File: src/rtl/xillybus_lite_regbank_pkg.sv
// Shared constants for the Xillybus Lite register bank: register offsets,
// pending-bit indices, default ID word and a byte-strobe expansion helper.
package xlregbank_pkg;

  localparam logic [31:0] ID_VALUE_DEF = 32'h4D5A5449;

  localparam logic [6:0] OFS_ID       = 7'h00;
  localparam logic [6:0] OFS_SCRATCH  = 7'h04;
  localparam logic [6:0] OFS_CTRL     = 7'h08;
  localparam logic [6:0] OFS_STATUS   = 7'h0C;
  localparam logic [6:0] OFS_IRQ_PEND = 7'h10;
  localparam logic [6:0] OFS_IRQ_MASK = 7'h14;
  localparam logic [6:0] OFS_EVT_DATA = 7'h18;
  localparam logic [6:0] OFS_EVT_STAT = 7'h1C;

  localparam int PEND_OVF = 30;
  localparam int PEND_NE  = 31;

  // Word index as seen on user_addr[6:2]
  typedef enum logic [4:0] {
    REG_ID       = OFS_ID[6:2],
    REG_SCRATCH  = OFS_SCRATCH[6:2],
    REG_CTRL     = OFS_CTRL[6:2],
    REG_STATUS   = OFS_STATUS[6:2],
    REG_IRQ_PEND = OFS_IRQ_PEND[6:2],
    REG_IRQ_MASK = OFS_IRQ_MASK[6:2],
    REG_EVT_DATA = OFS_EVT_DATA[6:2],
    REG_EVT_STAT = OFS_EVT_STAT[6:2]
  } reg_idx_e;

  function automatic logic [31:0] byte_mask(input logic [3:0] strb);
    return {{8{strb[3]}}, {8{strb[2]}}, {8{strb[1]}}, {8{strb[0]}}};
  endfunction

endpackage

File: src/rtl/xillybus_lite_regbank_evt_fifo.sv
// Single-clock event FIFO with occupancy count and an overflow pulse that
// fires when a push is dropped because the FIFO is full and not popping.
module xlregbank_evt_fifo #(
  parameter int AW = 4,
  parameter int W  = 16
) (
  input  logic          clk,
  input  logic          rst_n,
  input  logic          push,
  input  logic [W-1:0]  push_data,
  input  logic          pop,
  output logic [W-1:0]  head,
  output logic          full,
  output logic          empty,
  output logic [AW:0]   count,
  output logic          ovf
);
  localparam int DEPTH = 2 ** AW;

  logic [W-1:0]  mem [DEPTH];
  logic [AW-1:0] wr_ptr_reg;
  logic [AW-1:0] rd_ptr_reg;
  logic [AW:0]   count_reg;
  logic          do_push;
  logic          do_pop;

  assign full    = (count_reg == (AW+1)'(DEPTH));
  assign empty   = (count_reg == '0);
  assign do_pop  = pop & ~empty;
  // A pop in the same cycle frees the slot, so a push at full still lands
  assign do_push = push & (~full | do_pop);
  assign ovf     = push & full & ~do_pop;
  assign head    = mem[rd_ptr_reg];
  assign count   = count_reg;

  always_ff @(posedge clk) begin
    if (do_push) mem[wr_ptr_reg] <= push_data;
  end

  always_ff @(posedge clk or negedge rst_n) begin
    if (!rst_n) begin
      wr_ptr_reg <= '0;
      rd_ptr_reg <= '0;
      count_reg  <= '0;
    end else begin
      if (do_push) wr_ptr_reg <= wr_ptr_reg + 1'b1;
      if (do_pop)  rd_ptr_reg <= rd_ptr_reg + 1'b1;
      case ({do_push, do_pop})
        2'b10:   count_reg <= count_reg + 1'b1;
        2'b01:   count_reg <= count_reg - 1'b1;
        default: count_reg <= count_reg;
      endcase
    end
  end

endmodule

File: src/rtl/xillybus_lite_regbank.sv
// Xillybus Lite register bank with masked edge interrupts and an optional
// event FIFO (enabled by defining XLREGBANK_EVT_FIFO_EN).
module xillybus_lite_regbank
  import xlregbank_pkg::*;
#(
  parameter logic [31:0] ID_VALUE = ID_VALUE_DEF,
  parameter int          IRQ_W    = 8,
  parameter int          FIFO_AW  = 4,
  parameter int          EVT_W    = 16
) (
  input  logic             user_clk,
  input  logic             bus_rst_n,
  input  logic             user_wren,
  input  logic [3:0]       user_wstrb,
  input  logic             user_rden,
  input  logic [31:0]      user_addr,
  input  logic [31:0]      user_wr_data,
  output logic [31:0]      user_rd_data,
  output logic             user_irq,
  output logic [31:0]      ctrl_o,
  input  logic [31:0]      status_i,
  input  logic [IRQ_W-1:0] irq_src_i,
  input  logic             evt_valid_i,
  input  logic [EVT_W-1:0] evt_data_i
);
  localparam logic [31:0] SRC_BITS = {{(32-IRQ_W){1'b0}}, {IRQ_W{1'b1}}};
`ifdef XLREGBANK_EVT_FIFO_EN
  localparam logic [31:0] PEND_BITS = SRC_BITS | (32'd1 << PEND_OVF);
  localparam logic [31:0] MASK_BITS = PEND_BITS | (32'd1 << PEND_NE);
`else
  localparam logic [31:0] PEND_BITS = SRC_BITS;
  localparam logic [31:0] MASK_BITS = SRC_BITS;
`endif

  logic [4:0]       word;
  logic [31:0]      wmask;
  logic             rd_en;
  logic             unused_addr;

  logic [31:0]      scratch_reg, scratch_next;
  logic [31:0]      ctrl_reg, ctrl_next;
  logic [31:0]      status_reg;
  logic [31:0]      pend_reg, pend_next;
  logic [31:0]      mask_reg, mask_next;
  logic [IRQ_W-1:0] src_reg, src_prev_reg;
  logic [31:0]      rd_data_reg, rd_data_next;
  logic             irq_reg;

  logic [31:0]      pend_view;
  logic [31:0]      pend_clr;
  logic [31:0]      pend_set;
  logic             ovf_set;
  logic             pend_ne;
  logic [31:0]      evt_head_word;
  logic [31:0]      evt_stat_word;

  assign word        = user_addr[6:2];
  assign wmask       = byte_mask(user_wstrb);
  assign rd_en       = user_rden & ~user_wren;
  assign unused_addr = ^{user_addr[31:7], user_addr[1:0]};

`ifdef XLREGBANK_EVT_FIFO_EN
  logic             fifo_pop;
  logic             fifo_full_unused;
  logic             fifo_empty;
  logic             fifo_ovf;
  logic [EVT_W-1:0] fifo_head;
  logic [FIFO_AW:0] fifo_count;
  logic             evt_ovf_reg, evt_ovf_next;

  assign fifo_pop = rd_en & (word == REG_EVT_DATA);

  xlregbank_evt_fifo #(
    .AW (FIFO_AW),
    .W  (EVT_W)
  ) u_evt_fifo (
    .clk       (user_clk),
    .rst_n     (bus_rst_n),
    .push      (evt_valid_i),
    .push_data (evt_data_i),
    .pop       (fifo_pop),
    .head      (fifo_head),
    .full      (fifo_full_unused),
    .empty     (fifo_empty),
    .count     (fifo_count),
    .ovf       (fifo_ovf)
  );

  // A drop in the same cycle as the clear leaves the sticky bit set
  always_comb begin
    evt_ovf_next = evt_ovf_reg;
    if (user_wren && (word == REG_EVT_STAT) && user_wstrb[3] && user_wr_data[31])
      evt_ovf_next = 1'b0;
    if (fifo_ovf)
      evt_ovf_next = 1'b1;
  end

  always_ff @(posedge user_clk or negedge bus_rst_n) begin
    if (!bus_rst_n) evt_ovf_reg <= 1'b0;
    else            evt_ovf_reg <= evt_ovf_next;
  end

  assign ovf_set = fifo_ovf;
  assign pend_ne = ~fifo_empty;

  always_comb begin
    evt_head_word = '0;
    if (!fifo_empty) evt_head_word[EVT_W-1:0] = fifo_head;
    evt_stat_word = '0;
    evt_stat_word[FIFO_AW:0] = fifo_count;
    evt_stat_word[31] = evt_ovf_reg;
  end
`else
  logic unused_evt;
  assign unused_evt    = ^{evt_valid_i, evt_data_i};
  assign ovf_set       = 1'b0;
  assign pend_ne       = 1'b0;
  assign evt_head_word = '0;
  assign evt_stat_word = '0;
`endif

  always_comb begin
    scratch_next = scratch_reg;
    ctrl_next    = ctrl_reg;
    mask_next    = mask_reg;
    pend_clr     = '0;
    if (user_wren) begin
      case (word)
        REG_SCRATCH:  scratch_next = (scratch_reg & ~wmask) | (user_wr_data & wmask);
        REG_CTRL:     ctrl_next    = (ctrl_reg & ~wmask) | (user_wr_data & wmask);
        REG_IRQ_MASK: mask_next    = ((mask_reg & ~wmask) | (user_wr_data & wmask)) & MASK_BITS;
        REG_IRQ_PEND: pend_clr     = user_wr_data & wmask;
        default:      ;
      endcase
    end
    // New edges are OR-ed in after the W1C so a same-cycle set survives
    pend_set           = 32'(src_reg & ~src_prev_reg);
    pend_set[PEND_OVF] = ovf_set;
    pend_next          = ((pend_reg & ~pend_clr) | pend_set) & PEND_BITS;
    pend_view          = pend_reg;
    pend_view[PEND_NE] = pend_ne;
  end

  always_comb begin
    rd_data_next = rd_data_reg;
    if (user_rden) begin
      rd_data_next = '0;
      if (rd_en) begin
        case (word)
          REG_ID:       rd_data_next = ID_VALUE;
          REG_SCRATCH:  rd_data_next = scratch_reg;
          REG_CTRL:     rd_data_next = ctrl_reg;
          REG_STATUS:   rd_data_next = status_reg;
          REG_IRQ_PEND: rd_data_next = pend_view;
          REG_IRQ_MASK: rd_data_next = mask_reg;
          REG_EVT_DATA: rd_data_next = evt_head_word;
          REG_EVT_STAT: rd_data_next = evt_stat_word;
          default:      rd_data_next = '0;
        endcase
      end
    end
  end

  always_ff @(posedge user_clk or negedge bus_rst_n) begin
    if (!bus_rst_n) begin
      scratch_reg  <= '0;
      ctrl_reg     <= '0;
      status_reg   <= '0;
      pend_reg     <= '0;
      mask_reg     <= '0;
      src_reg      <= '0;
      src_prev_reg <= '0;
      rd_data_reg  <= '0;
      irq_reg      <= 1'b0;
    end else begin
      scratch_reg  <= scratch_next;
      ctrl_reg     <= ctrl_next;
      status_reg   <= status_i;
      pend_reg     <= pend_next;
      mask_reg     <= mask_next;
      src_reg      <= irq_src_i;
      src_prev_reg <= src_reg;
      rd_data_reg  <= rd_data_next;
      irq_reg      <= |(pend_view & mask_reg);
    end
  end

  assign user_rd_data = rd_data_reg;
  assign user_irq     = irq_reg;
  assign ctrl_o       = ctrl_reg;

endmodule

File: config.mk
export PLATFORM = sky130hd
export DESIGN_NAME = xillybus_lite_regbank
export DESIGN_NICKNAME = d
export VERILOG_FILES = /design/src/rtl/xillybus_lite_regbank_pkg.sv /design/src/rtl/xillybus_lite_regbank_evt_fifo.sv /design/src/rtl/xillybus_lite_regbank.sv
export SDC_FILE = /design/constraint.sdc
export NUM_CORES = 1
export LEC_CHECK = 0
export CAP_MARGIN = 30
export CELL_PAD_IN_SITES_DETAIL_PLACEMENT = 2
export CELL_PAD_IN_SITES_GLOBAL_PLACEMENT = 2
export CORE_MARGIN = 10
export CORE_UTILIZATION = 34
export CTS_BUF_LIST = sky130_fd_sc_hd__clkbuf_16
export DETAILED_ROUTE_END_ITERATION = 10
export MAX_ROUTING_LAYER = met4
export PLACE_DENSITY_LB_ADDON = 0.1
export SKIP_LAST_GASP = 1
export SLEW_MARGIN = 20
export SYNTH_ARGS = -nofsm -noshare
export SYNTH_HDL_FRONTEND = slang
export SYNTH_SLANG_ARGS = --single-unit
File: constraint.sdc
create_clock -name user_clk -period 1.6 [get_ports user_clk]
set_input_delay 0.32 -clock user_clk [delete_from_list [all_inputs] [get_ports user_clk]]
set_output_delay 0.32 -clock user_clk [all_outputs]
set_load 0.02 [all_outputs]
==> Word level (Yosys, flattened, before mapping) <==
Index checks and enable logic that the tools add are counted.
{ "word_totals": {"regBits": 161, "in_bits": 129, "output_inout_bits": 65} }
{ "op_classes": {"n_reduce_logical": 5, "bitwise_logic": 16, "n_eq_ne": 5, "muxes": 4} }
{ "op_table": {"columns": ["operator", "n"], "rows": [
  ["32-bit case mux with 6 select lines", 1],
  ["32-bit AND", 3],
  ["32-bit bitwise OR", 2],
  ["8-bit AND", 4],
  ["32-bit 2-to-1 mux", 1],
  ["32-bit inverter", 1],
  ["32-bit OR reduction", 1],
  ["8-bit 2-to-1 mux", 2],
  ["8-bit inverter", 2],
  ["8-bit bitwise OR", 2],
  ["5-bit by 2-bit == test with 1-bit output (second input constant)", 2],
  ["5-bit by 3-bit == test with 1-bit output (second input constant)", 2],
  ["2-bit AND reduction", 3],
  ["5-bit by 1-bit == test with 1-bit output (second input constant)", 1],
  ["5-bit zero test", 1],
  ["1-bit AND", 1],
  ["1-bit inverter", 1]
]} }

==> Depth between registers and ports, before layout <==
Gate-level depths: netlist of the first run.
{ "logic_depth": {"ltp_word": 6, "depth_mapped": 6, "ltp_nobuf": 3} }

==> Least setup slack after synthesis of the first run <==
No wires, ideal clock.
{ "synth_path": {"path_kind": "input to register", "startpoint": "input user_addr[4]", "endpoint": "register (tool-made name)", "setup_ps": 125, "stages": 5, "arrival_ps": 1640, "slack_ps": -165, "cell_sequence": "buf_2 or3_1 buf_6 nor3_4 mux2_2"} }
{ "synth_lines": {"columns": ["element", "line_no", "source"], "rows": [
  ["start, declared", "xillybus_lite_regbank.sv:16", "input logic [31:0] user_addr,"]
]} }

==> results of run 1 <==
-- worst max-delay path: stages --
cell and delay (ns):
dlygate4sd2_1 0.25, or3_4 0.40, buf_12 0.16, nor3_4 0.22, buf_12 0.16, mux2_2 0.34
-- worst min-delay path by stage --
stage                       startpoint                   endpoint  slack (ns)  cells past startpoint
after floorplan              bus_rst_n                  async pin        0.02                      0
after global placement       bus_rst_n  src_prev_reg[3]$_DFF_PN0_        0.25                      1
after detailed placement     bus_rst_n  src_prev_reg[3]$_DFF_PN0_        0.25                      1
after CTS                 status_i[23]   status_reg[23]$_DFF_PN0_        0.32                      1
after global routing      irq_src_i[2]       src_reg[2]$_DFF_PN0_        0.32                      1
final                     status_i[23]   status_reg[23]$_DFF_PN0_        0.33                      1
-- layout make-up --
type                            count  area, um^2  share of cell area (%)
Tap cell                          260         325                    3.46
Clock buffer                       17         425                    4.52
Multi-Input combinational cell    245        2320                    24.7
Antenna cell                        2        5.00                  0.0532
Clock inverter                     15         206                    2.20
Timing Repair Buffer              196        1950                    20.8
Inverter                           37         139                    1.48
Sequential cell                   161        4030                    42.8
-- cells in the final DEF, fill, tap and decap left out, types with 8 or more instances in the layout --
cell type and n:
inv_1 37, buf_4 30, a221o_1 8, o22ai_1 21
o221ai_1 8, mux2_4 9, dlygate4sd2_1 68, o2bb2ai_1 11
mux2_2 80, nor2b_1 9, mux2i_1 11, clkdlybuf4s50_1 78
dfrtp_1 161, nor3_4 8, buf_12 16, a22oi_1 25
nand2b_1 8, clkbuf_16 17, nand2_1 8
-- logic make-up after synthesis --
kind of cell | Yosys count | synth area share, %
multiplexers | 104 | 17.7
AO/OA/AOI/OAI | 81 | 9.63
flip-flops | 161 | 61.6
AND/OR/NAND/NOR | 60 | 7.29
buffers and inverters | 62 | 3.75
-- timing repair --
action                                 CTS  global route
gates resized for setup                 71             2
endpoints found under the hold margin   31             0
hold buffers                             1             0
pin swaps                                2             2
setup endpoints to repair              134            14
setup buffers                            0             0
-- per-layer routing --
layer | part of all wire (%) | GRT usage, % | wire, um
met5 | 0 | - | 0
met2 | 51 | 30.9 | 11300
met4 | 0.72 | 4.28 | 158
met3 | 4.2 | 3.75 | 915
met1 | 44 | 22.6 | 9680
-- report_power, final --
part | switching, mW | total, mW | internal [mW]
Combinational | 0.705 | 1.44 | 0.735
Clock | 1.74 | 4.37 | 2.63
Sequential | 0.242 | 4.64 | 4.40
Total | 2.69 | 10.5 | 7.76
-- metrics by stage --
step / cells / instance area (um^2) / utilization (%)
floorplan: 468 / 6580 / -
global placement: 898 / 8820 / 46.8
detailed placement: 898 / 8820 / 46.8
CTS: 931 / 9390 / 49.9
global route: 931 / 9400 / 49.9
finish: 933 / 9400 / 49.9
==> results.cfg, run 1 <==
[finish]
fillers = 1791
drive_gt1_share_pct = 27.4
finalNetCount = 787
syn_to_final_growth_pct = 43.8

[global_route]
grt_usage_pct = 18.4
grt_pass1_wl_um = 33900
grt_overflow = 0
first_global_vias = 5527
grt_max_degree = 37
antenna_found_initial = 0

[logic_synthesis]
ys_seq_elements = 161
yosysWarningCount = 0
synth_edf_count = 0
syn_inst = 468
yosys.area.top_type = dfrtp_1
synthFlopType = dfrtp_1
synth_most_common_cell = dfrtp_1
synth.cell_area_mm2 = 0.00654
yosysUniqueCellTypes = 28
ys_top_cells_by_area = dfrtp_1, mux2_2, a22oi_1
synthArstFlopShare_pct = 100
netlist_top_cells_count = dfrtp_1, mux2_2, inv_1, a22oi_1, o22ai_1
syn-num-nets = 597
yosys.area.top_type_share_pct = 61.6
ys_seq_area_share_pct = 61.6
synth.avg_cell_area_um2 = 14.0

[flow_run]
drv_cap = 0

[power]
power_mw = 10.5
leakage_nw = 4.38
vdd_drop_max_mv = 0.779
power.density_mw_per_mm2 = 1110

[die]
rows = 50
die_h_um = 159
start_util_pct = 34.7
core_mm2 = 0.0188
dieArea_mm2 = 0.0252
die_w_um = 159
pin_count = 194

[timing]
clock.fmax_ghz = 0.638
finalCritPeriodShare_pct = 97.9
timing.final.crit_period_ns = 1.57
finalMaxSlewViolations = 0
fin_ws_ns = 0.0330
final.setup.tns_ns = 0
whs_ns = 0.334
rsz0062_at_grt = true
worst_pin_slew_ns = 0.493
final_hold_viol_count = 0
slew_headroom_pct = 67.0
finClkSkew_ns = 0.00842
finalSetupViolations = 0

[clock_network]
clkTransAtPathRegs_ns = 0.07
cts_buffer_depth = 2
clock-sinks = 161
tritoncts = done
cts-root-buf = clkbuf_16
htreeDepth = 4
cts_buffers = 17
clkLatencyLatePin_ns = 0.41

[drt]
post_drt_via_cell_ratio = 5.03
vias = 4695
dr.first_iter.drc_count = 190
drt-pass1-iter-count = 4
wire_per_inst_um = 23.6
ant_nets = 0
drcViolationCount = 0
routed_wl_um = 22000

[critical_path]
r2r_setup_slack_ns = 0.45
r2r_cells = 3
cp-end-kind = flip-flop
startpoint_type = input port
cp-startpoint = user_addr[5]
crit_path_max_fanout = 8
crit_type = input port to flip-flop
r2r-end = user_rd_data[4]$_DFFE_PN0P_
cp.arrival_ns = 1.86
cp_data_required_time_ns = 1.89

[placed_design]
pre_cts_ws_ns = -0.620
numPortBuffers = 149
hpwl_um = 15800
place_congestion = 0.802

[status]
outcome = finished clean

[min_path]
hold_path_class = input port to flip-flop
Note: power is estimated with default switching activity, not from simulation.
==> run 2: changes to the inputs <==
--- a/config.mk
+++ b/config.mk
@@ -5,13 +5,15 @@
 export SDC_FILE = /design/constraint.sdc
 export NUM_CORES = 1
 export LEC_CHECK = 0
-export CAP_MARGIN = 30
+export ABC_AREA = 1
+export CAP_MARGIN = 40
 export CELL_PAD_IN_SITES_DETAIL_PLACEMENT = 2
 export CELL_PAD_IN_SITES_GLOBAL_PLACEMENT = 2
 export CORE_MARGIN = 10
-export CORE_UTILIZATION = 34
+export CORE_UTILIZATION = 30
 export CTS_BUF_LIST = sky130_fd_sc_hd__clkbuf_16
 export DETAILED_ROUTE_END_ITERATION = 10
+export HOLD_SLACK_MARGIN = 0.03
 export MAX_ROUTING_LAYER = met4
 export PLACE_DENSITY_LB_ADDON = 0.1
 export SKIP_LAST_GASP = 1
==> run 2 against run 1 <==
  * Worst hold slack got worse by 0.0092 ns
  * Highest routed layer unchanged
  * Largest cell class unchanged
  * Die area rose by 11%
  * Critical path depth fell by 5
==> results.cfg, run 2 <==
[global_route]
antenna_found_initial = 1
grt_pass1_wl_um = 37400
grt_max_degree = 42
grt_usage_pct = 17.2
first_global_vias = 6468
grt_overflow = 0

[critical_path]
path_cells = dlygate4sd2_1
cp_data_required_time_ns = 1.28
path_depth = 1
r2r_cells = 4
cp-end-kind = output pin
crit_type = flip-flop to output pin
critPathMaxStageDelay_ns = 0.40
critical_path.endpoint = ctrl_o[3]
r2r-end = user_rd_data[5]$_DFFE_PN0P_
r2r_setup_slack_ns = 0.50
cp.arrival_ns = 1.20
crit_family = flip-flops
startpoint_type = flip-flop
crit_path_max_fanout = 3
cp_num_buf_inv = 1
cpMaxStageDelayCell = dfrtp_1

[timing]
timing.final.crit_period_ns = 1.52
clock.fmax_ghz = 0.659
worst_pin_slew_ns = 0.413
final.setup.tns_ns = 0
finalCritPeriodShare_pct = 94.8
finClkSkew_ns = 0.00799
slew_headroom_pct = 72.5
rsz0062_at_grt = false
fin_ws_ns = 0.0830
finalSetupViolations = 0
finalMaxSlewViolations = 0
final_hold_viol_count = 0

[finish]
drive_gt1_share_pct = 12.9
multi_input_area_mm2 = 0.00217
final_cell_mix = nand2_1, dfrtp_1, clkdlybuf4s50_1
seq_area_mm2 = 0.00403
stdcell_count = 1189
finalNetCount = 1029
syn_to_final_growth_pct = 44.0
fillers = 2318
final_common_cell = nand2_1
design_area_mm2 = 0.00934

[die]
rows = 53
start_util_pct = 30.7
dieArea_mm2 = 0.0279
die_w_um = 167
die_h_um = 167
core_mm2 = 0.0212
pin_count = 194

[placed_design]
numPortBuffers = 149
hpwl_um = 17600
pre_cts_ws_ns = -0.515
place_congestion = 0.888
place_area_mm2 = 0.00871
dp_cells = 1151

[logic_synthesis]
ys_top_cells_by_area = dfrtp_1, nand2_1, o21ai_1
synth_adder_area_share_pct = 0
yosys.area.top_type_share_pct = 62.1
synthArstFlopShare_pct = 100
synthFlopType = dfrtp_1
synth_most_common_cell = nand2_1
synth_edf_count = 0
synth_top_family_by_area = simple AND/OR/NAND/NOR gates
synth.avg_cell_area_um2 = 9.18
synth-compound-area-share_pct = 9.15
yosys.area.top_type = dfrtp_1
synth.cell_area_mm2 = 0.00648
synth_xor_area_share_pct = 0
synth-simple-area-share_pct = 23.7
syn_inst = 706
netlist_top_cells_count = nand2_1, dfrtp_1, inv_1, o21ai_1, o21ai_0
synthMuxAreaShare_pct = 0
ys_seq_area_share_pct = 62.1
ys_seq_elements = 161
syn-num-nets = 835
yosysWarningCount = 0
yosysUniqueCellTypes = 25

[power]
vdd_drop_max_mv = 0.644
leakage_nw = 4.87
power.density_mw_per_mm2 = 1070
power_mw = 9.97

[drt]
ant_nets = 0
drt-pass1-iter-count = 4
drcViolationCount = 0
post_drt_via_cell_ratio = 4.75
routed_wl_um = 23500
dr.first_iter.drc_count = 214
vias = 5642
wire_per_inst_um = 19.8

[flow_run]
drv_cap = 0

[status]
outcome = finished clean

[clock_network]
clock-sinks = 161
tritoncts = done
clkTransAtPathRegs_ns = 0.07
cts_buffer_depth = 2
htreeDepth = 4
cts_buffers = 17
cts-root-buf = clkbuf_16
clkLatencyLatePin_ns = 0.42

[min_path]
hp-start = status_i[25]
min_path_cells = 1
hold_path_class = input port to flip-flop
run 2: logic make-up after synthesis:
group | Yosys count
buf+inv | 78
compound gates | 107
flops | 161
simple gates | 360
run 2: repair_timing:
item / CTS / global route
setup buffers: 0 / 3
pin swaps: 1 / 1
endpoints found under the setup margin: 95 / 49
cloned: 0 / 1
hold buffers: 1 / 0
hold endpoints to repair: 22 / 0
gates resized for setup: 73 / 8
run 2: layout make-up:
cell class	count	share of cell area, %
flip-flops and latches	161	43.1
inverters	52	2.12
diodes	1	0.0268
clock inverters	15	1.78
repair buffers	201	21.4
clock buffers	17	4.56
multi-input cells	467	23.2
well taps	275	3.68
run 2: worst min path at each step:
stage                                        endpoint  slack [ns]
final                        status_reg[25]$_DFF_PN0_        0.32
after detailed placement  user_rd_data[5]$_DFFE_PN0P_        0.23
after global routing         status_reg[25]$_DFF_PN0_        0.30
after global placement    user_rd_data[5]$_DFFE_PN0P_        0.23
after CTS                    status_reg[25]$_DFF_PN0_        0.30
after floorplan                             async pin        0.02
run 2: metal layers:
layer	part of all wire [%]	up-vias	global-route usage, %
li1	-	2660	-
met1	47	2852	22.3
met2	48	118	27.6
met3	3.5	12	3.25
met4	0.66	0	3.47
met5	0	-	-
run 2: stage by stage:
| step | util [%] | hold WS [ns] |
|---|---|---|
| finish | 44.1 | 0.325 |
| floorplan | - | 0.0244 |
| global route | 44.1 | 0.301 |
| CTS | 43.7 | 0.305 |
| global placement | 41.2 | 0.227 |
| detailed placement | 41.2 | 0.225 |
run 2: power by group:
| group | switching, mW | internal [mW] |
|---|---|---|
| logic | 0.706 | 0.547 |
| registers | 0.228 | 4.39 |
| clock network | 1.87 | 2.23 |
